File: config.mk
export PLATFORM = sky130hd
export DESIGN_NAME = if_prefetch
export DESIGN_NICKNAME = d
export VERILOG_FILES = /design/src/rtl/if_prefetch.sv
export SDC_FILE = /design/constraint.sdc
export NUM_CORES = 1
export LEC_CHECK = 0
export BUFFER_PORTS_ARGS = -buffer_cell sky130_fd_sc_hd__buf_4
export CORE_ASPECT_RATIO = 1.2
export CORE_UTILIZATION = 50
export DETAILED_ROUTE_END_ITERATION = 10
export PLACE_DENSITY = 0.7
export SLEW_MARGIN = 40
export SYNTH_ARGS = -nofsm -noshare
export SYNTH_HDL_FRONTEND = slang
export SYNTH_SLANG_ARGS = --single-unit
File: constraint.sdc
create_clock -name clk -period 3.9 [get_ports clk]
set_input_delay 0.39 -clock clk [delete_from_list [all_inputs] [get_ports clk]]
set_output_delay 0.39 -clock clk [all_outputs]
set_load 0.02 [all_outputs]
File: src/rtl/if_prefetch.sv
`default_nettype none
// ============================================================================
// if_prefetch : instruction fetch unit feeding a DEPTH-entry prefetch queue
// Rev 1.0
// ============================================================================
module if_prefetch #(
  parameter int          DEPTH      = 4,
  parameter logic [31:0] RESET_PC   = 32'h0000_0000,
  parameter logic [31:0] EXC_VECTOR = 32'h8000_0080
) (
  input  logic                       clk,
  input  logic                       rst_n,
  output logic                       imem_req,
  output logic [31:0]                imem_addr,
  input  logic                       imem_ack,
  input  logic [31:0]                imem_rdata,
  input  logic                       hold_if,
  input  logic                       br,
  input  logic [31:0]                pc_branch,
  input  logic                       except,
  output logic                       inst_valid,
  output logic [31:0]                pc_out,
  output logic [31:0]                inst_out,
  output logic [$clog2(DEPTH+1)-1:0] q_count
);

  localparam int PW = $clog2(DEPTH);
  localparam int CW = $clog2(DEPTH + 1);
  localparam logic [CW-1:0] FULL = CW'(DEPTH);

  typedef enum logic [0:0] {BOOT = 1'b0, RUN = 1'b1} state_t;

  state_t        state;
  logic [31:0]   fpc;
  logic [PW-1:0] head, tail, head_nxt;
  logic [CW-1:0] count;
  logic [31:0]   pc_mem   [DEPTH];
  logic [31:0]   inst_mem [DEPTH];
  logic          redirect, push, pop;

  assign redirect   = br | except;
  assign imem_req   = (state == RUN) && (count < FULL) && !redirect;
  assign imem_addr  = fpc;
  assign push       = imem_req && imem_ack;
  assign inst_valid = (count != '0);
  assign pop        = inst_valid && !hold_if && !redirect;
  assign head_nxt   = pop ? head + PW'(1) : head;
  assign q_count    = count;

  always_ff @(posedge clk) begin
    if (push) begin
      pc_mem[tail]   <= fpc;
      inst_mem[tail] <= imem_rdata;
    end
  end

  always_ff @(posedge clk or negedge rst_n) begin
    if (!rst_n) begin
      state    <= BOOT;
      fpc      <= RESET_PC;
      head     <= '0;
      tail     <= '0;
      count    <= '0;
      pc_out   <= '0;
      inst_out <= '0;
    end else begin
      if (state == BOOT) state <= RUN;

      if (redirect) begin
        fpc   <= except ? EXC_VECTOR : {pc_branch[31:2], 2'b00};
        head  <= '0;
        tail  <= '0;
        count <= '0;
      end else begin
        if (push) begin
          fpc  <= fpc + 32'd4;
          tail <= tail + PW'(1);
        end
        head <= head_nxt;
        case ({push, pop})
          2'b10:   count <= count + CW'(1);
          2'b01:   count <= count - CW'(1);
          default: count <= count;
        endcase
        // The entry being written this cycle becomes the head when the queue
        // is empty, or when its only entry is popped alongside the push.
        if (push && (head_nxt == tail)) begin
          pc_out   <= fpc;
          inst_out <= imem_rdata;
        end else begin
          pc_out   <= pc_mem[head_nxt];
          inst_out <= inst_mem[head_nxt];
        end
      end
    end
  end

endmodule
`default_nettype wire

==> results by stage <==
Run status:
- The run finished with clean final reports.

Clock network:
- The clock latency at the later pin of the worst-skew pair is 0.51 ns.
- The clock tree from TritonCTS is built.
- The number of resized instances in the post-cts repair step is 0.
- The tree built by TritonCTS fans out to 348 sinks.
- The maximum clock path buffer count is 3.
- The clock-pin transition on the worst setup and hold timing paths is 0.06 ns.
- The number of buffers created by CTS is 37.
- The root buffer cell is sky130_fd_sc_hd__clkbuf_16.
- The clock tree synthesis step divided the H-tree into 2 levels.

Routing:
- The DRC violation count after routing is 0.
- The first routing iteration left 782 violations.
- The average wire per standard cell is 22.0 um.
- The number of routed nets with antenna violations is 0.
- The total detailed-routing wirelength is 34,500 um.
- The per-cell via count in the routed design is 5.97.
- The number of detailed-route iterations in the first pass is 5.
- The detailed router placed 9,349 vias in this run.

Floorplan:
- The number of core rows is 67.
- The initial utilization of the core area, before any placement, comes to 51.0%.
- The die area is 29,300 um^2.
- The vertical die dimension is 187 um.
- The area of the core is 28,100 um^2.
- The number of top-level design ports is 171.
- The floorplan die width is 157 um.

Synthesis:
- The mean area per synthesized cell is 14.3 um^2.
- The count of unique library cells instantiated by Yosys is 67.
- In this run the cell area of the synthesized design comes to 14,300 um^2.
- The Yosys step of the flow raised 0 warnings.
- The number of instances in the synthesized netlist is 1,004.
- The number of synthesized flops with an enable pin is 248.
- The share of flip-flops with an asynchronous set or reset after synthesis is 28.7%.
- After synthesis, flip-flops and latches occupy 69.4% of the total area.
- The number of register bits inferred by synthesis is 348.
- The flip-flop cell with the highest count after synthesis is sky130_fd_sc_hd__edfxtp_1.

Setup path:
- The number of buffers and inverters on the critical path is 2.
- The number of cell instances on the worst register-to-register path is 8.
- The worst path required time is 4.34 ns.
- Data arrives at the worst endpoint at 3.44 ns.
- The critical path crosses 8 cells after its start point.
- On the worst path, the slowest cell contributes a delay of 0.57 ns.
- In this design, the largest share of critical-path delay is due to compound AO/OA/AOI/OAI gates.
- The type of destination of the critical path is a register.
- The largest individual stage delay along the critical path comes from the cell sky130_fd_sc_hd__o21a_2.
- The maximum fanout along the worst path is 23.
- The setup path with the least slack is of type reg2reg.
- The critical path startpoint category is a register.
- Traced cell by cell, the critical path runs through nor3_4, inv_2, a31oi_1, a31o_2, o21a_2, buf_4, a22oi_1, nand2_1.

Min path:
- Along the worst hold path, the cell count comes to 1.
- The class of the tightest hold or removal check is in2reg.

Power:
- The worst-case IR drop observed on VDD is 0.000253 V.
- Summed over all cells, the static leakage comes to 6.29 nW.
- The power density relative to cell area is 475 nW/um^2.
- The total design power is 8.17 mW.

GRT:
- The final global-route overflow total is 0.
- Entering global routing, the biggest net connects 69 pins.
- The via count of the first global-routing pass came to 9,391.
- Across every metal layer, demand over resource in global routing totals 24.1%.
- The initial antenna violation count is 0.
- The first global-routing pass estimated 53,700 um of wire.

Cells and area:
- The count of nets after finishing is 1,236.
- In the final layout, the share of cells above drive strength 1 is 22.6%.
- The area overhead of the layout relative to synthesis is 20.0%.
- The count of fill cells added during filler insertion is 2,118.
- The top cell types in the final layout, fill and taps aside, are 248 x sky130_fd_sc_hd__edfxtp_1, 180 x sky130_fd_sc_hd__buf_4, 101 x sky130_fd_sc_hd__nand2_1.
- The most common cell after layout, fill and taps aside is sky130_fd_sc_hd__edfxtp_1.
- 0 antenna diodes ended up in the layout.

Place:
- The count of input and output buffers is 164.
- Routability-driven placement finished with a final weighted congestion of 0.806.
- Summed over all nets, the half-perimeter wirelength after detailed placement is 20,300 um.

STA:
- After layout, the worst path uses 76.8% of the clock period.
- The minimum period implied by the final worst setup slack is 3.00 ns.
- Setup violations remaining at the end of the flow were counted as 0.
- The final hold violation count is 0.
- Across the routed clock network, the largest skew measured is 0.0124 ns.
- For the final routed database, the setup TNS stands at 0 ns.
- The worst slew slack as a fraction of its limit is 41.9%.
- Derived from the worst setup path, the maximum achievable clock frequency is 334 MHz.
- The transition time at the pin with the least slew margin is 0.872 ns.
- Setup repair after global routing left no endpoint under its margin.
- The final number of max-transition violations is 0.

Job:
- The max-capacitance violation count is 0.
## logic make-up after synthesis
group           count (synthesis)  share of synthesized area [%]
xor+xnor                       20                           1.22
buf+inv                        86                           2.80
mux                            63                           4.40
flops                         348                           69.4
compound gates                268                           14.4
other cells                     2                         0.0524
simple gates                  211                           7.17
fa+ha+maj                       6                          0.576
## layer usage
layer	wire length, um	track usage (%)	share of wire [%]
met1	14300	32.0	41
met2	17300	40.2	50
met3	2060	4.08	6.0
met4	852	7.73	2.5
met5	0	0	0
## where the power goes
| group | leakage, nW | internal, mW | total, mW | switching (mW) |
|---|---|---|---|---|
| Clock | 0.563 | 1.94 | 3.30 | 1.37 |
| Combinational | 2.24 | 0.280 | 0.673 | 0.393 |
| Sequential | 3.49 | 4.09 | 4.20 | 0.110 |
| Total | 6.29 | 6.30 | 8.17 | 1.87 |
## final cells by class
cell class / instances / area, um^2 / area share, %
sequential: 348 / 9950 / 57.9
multi-input combinational: 573 / 4070 / 23.7
timing repair buffer: 189 / 1510 / 8.80
clock buffer: 46 / 990 / 5.76
tap: 379 / 474 / 2.76
clock inverter: 19 / 151 / 0.881
inverter: 11 / 41.3 / 0.240
## synthesized netlist by cell type, drive strengths merged (3+ instances only)
| master | count | share of area, % |
|---|---|---|
| o2111ai | 51 | 3.1 |
| xor2 | 9 | 0.55 |
| nor4 | 7 | 0.41 |
| o21ai | 11 | 0.41 |
| nand4 | 9 | 0.60 |
| xnor2 | 11 | 0.67 |
| ha | 5 | 0.44 |
| buf | 36 | 1.3 |
| a22o | 4 | 0.24 |
| nor3 | 14 | 0.60 |
| a211oi | 11 | 0.61 |
| a31oi | 14 | 0.61 |
| and2 | 4 | 0.18 |
| inv | 11 | 0.29 |
| mux2i | 63 | 4.4 |
| nand3 | 8 | 0.28 |
| o211ai | 12 | 0.63 |
| nand2 | 101 | 2.6 |
| a22oi | 52 | 2.7 |
| a32o | 3 | 0.21 |
| or3 | 3 | 0.17 |
| dfrtp | 100 | 17 |
| and3 | 11 | 0.49 |
| a2bb2oi | 59 | 3.6 |
| clkbuf | 39 | 1.2 |
| a21oi | 34 | 1.2 |
| o31ai | 3 | 0.16 |
| edfxtp | 248 | 52 |
| nor2 | 43 | 1.2 |
## repair_timing
action | CTS | global route
endpoints found under the hold margin | 67 | 0
hold buffers | 1 | 0
setup endpoints to repair | 0 | 0
setup buffers | 0 | 0
## worst paths after layout
path	start	slack, ns	end
setup reg to reg	q_count[2]$_DFFE_PN0P_	0.90	inst_out[21]$_DFFE_PN0P_
hold / removal	imem_rdata[21]	0.09	inst_mem[3][21]$_DFFE_PP_
setup / recovery	q_count[2]$_DFFE_PN0P_	0.90	inst_out[21]$_DFFE_PN0P_
min in group asynchronous	rst_n	0.49	inst_out[23]$_DFFE_PN0P_
hold reg to reg	inst_out[5]$_DFFE_PN0P_	0.51	inst_out[5]$_DFFE_PN0P_
max in group asynchronous	rst_n	2.76	imem_addr[14]$_DFFE_PN0P_
## flip-flops by register name, summed over array words and instances, names as in the netlist
register	cells
head	2
imem_addr	30
inst_mem	128
inst_out	32
pc_mem	120
pc_out	30
q_count	3
state	1
tail	2
## worst register-to-register path, stage by stage (launching register included)
cell                      delay [ns]
sky130_fd_sc_hd__dfrtp_1        0.49
sky130_fd_sc_hd__nor3_4         0.33
sky130_fd_sc_hd__inv_2          0.08
sky130_fd_sc_hd__a31oi_1        0.52
sky130_fd_sc_hd__a31o_2         0.31
sky130_fd_sc_hd__o21a_2         0.57
sky130_fd_sc_hd__buf_4          0.40
sky130_fd_sc_hd__a22oi_1        0.12
sky130_fd_sc_hd__nand2_1        0.10
## metrics by stage
stage	hold WS, ns	cells	cell area, um^2	worst slack [ns]	util [%]
3_5_place_dp	0.478	1499	16000	0.923	57.1
2_1_floorplan	0.0944	1007	14300	0.718	-
6_report	0.0943	1565	17200	0.905	61.2
4_1_cts	0.0805	1565	17200	0.903	61.2
3_3_place_gp	0.496	1499	16000	1.03	57.1
5_1_grt	0.0862	1565	17200	0.754	61.2
Power figures use the tool's default switching activity.
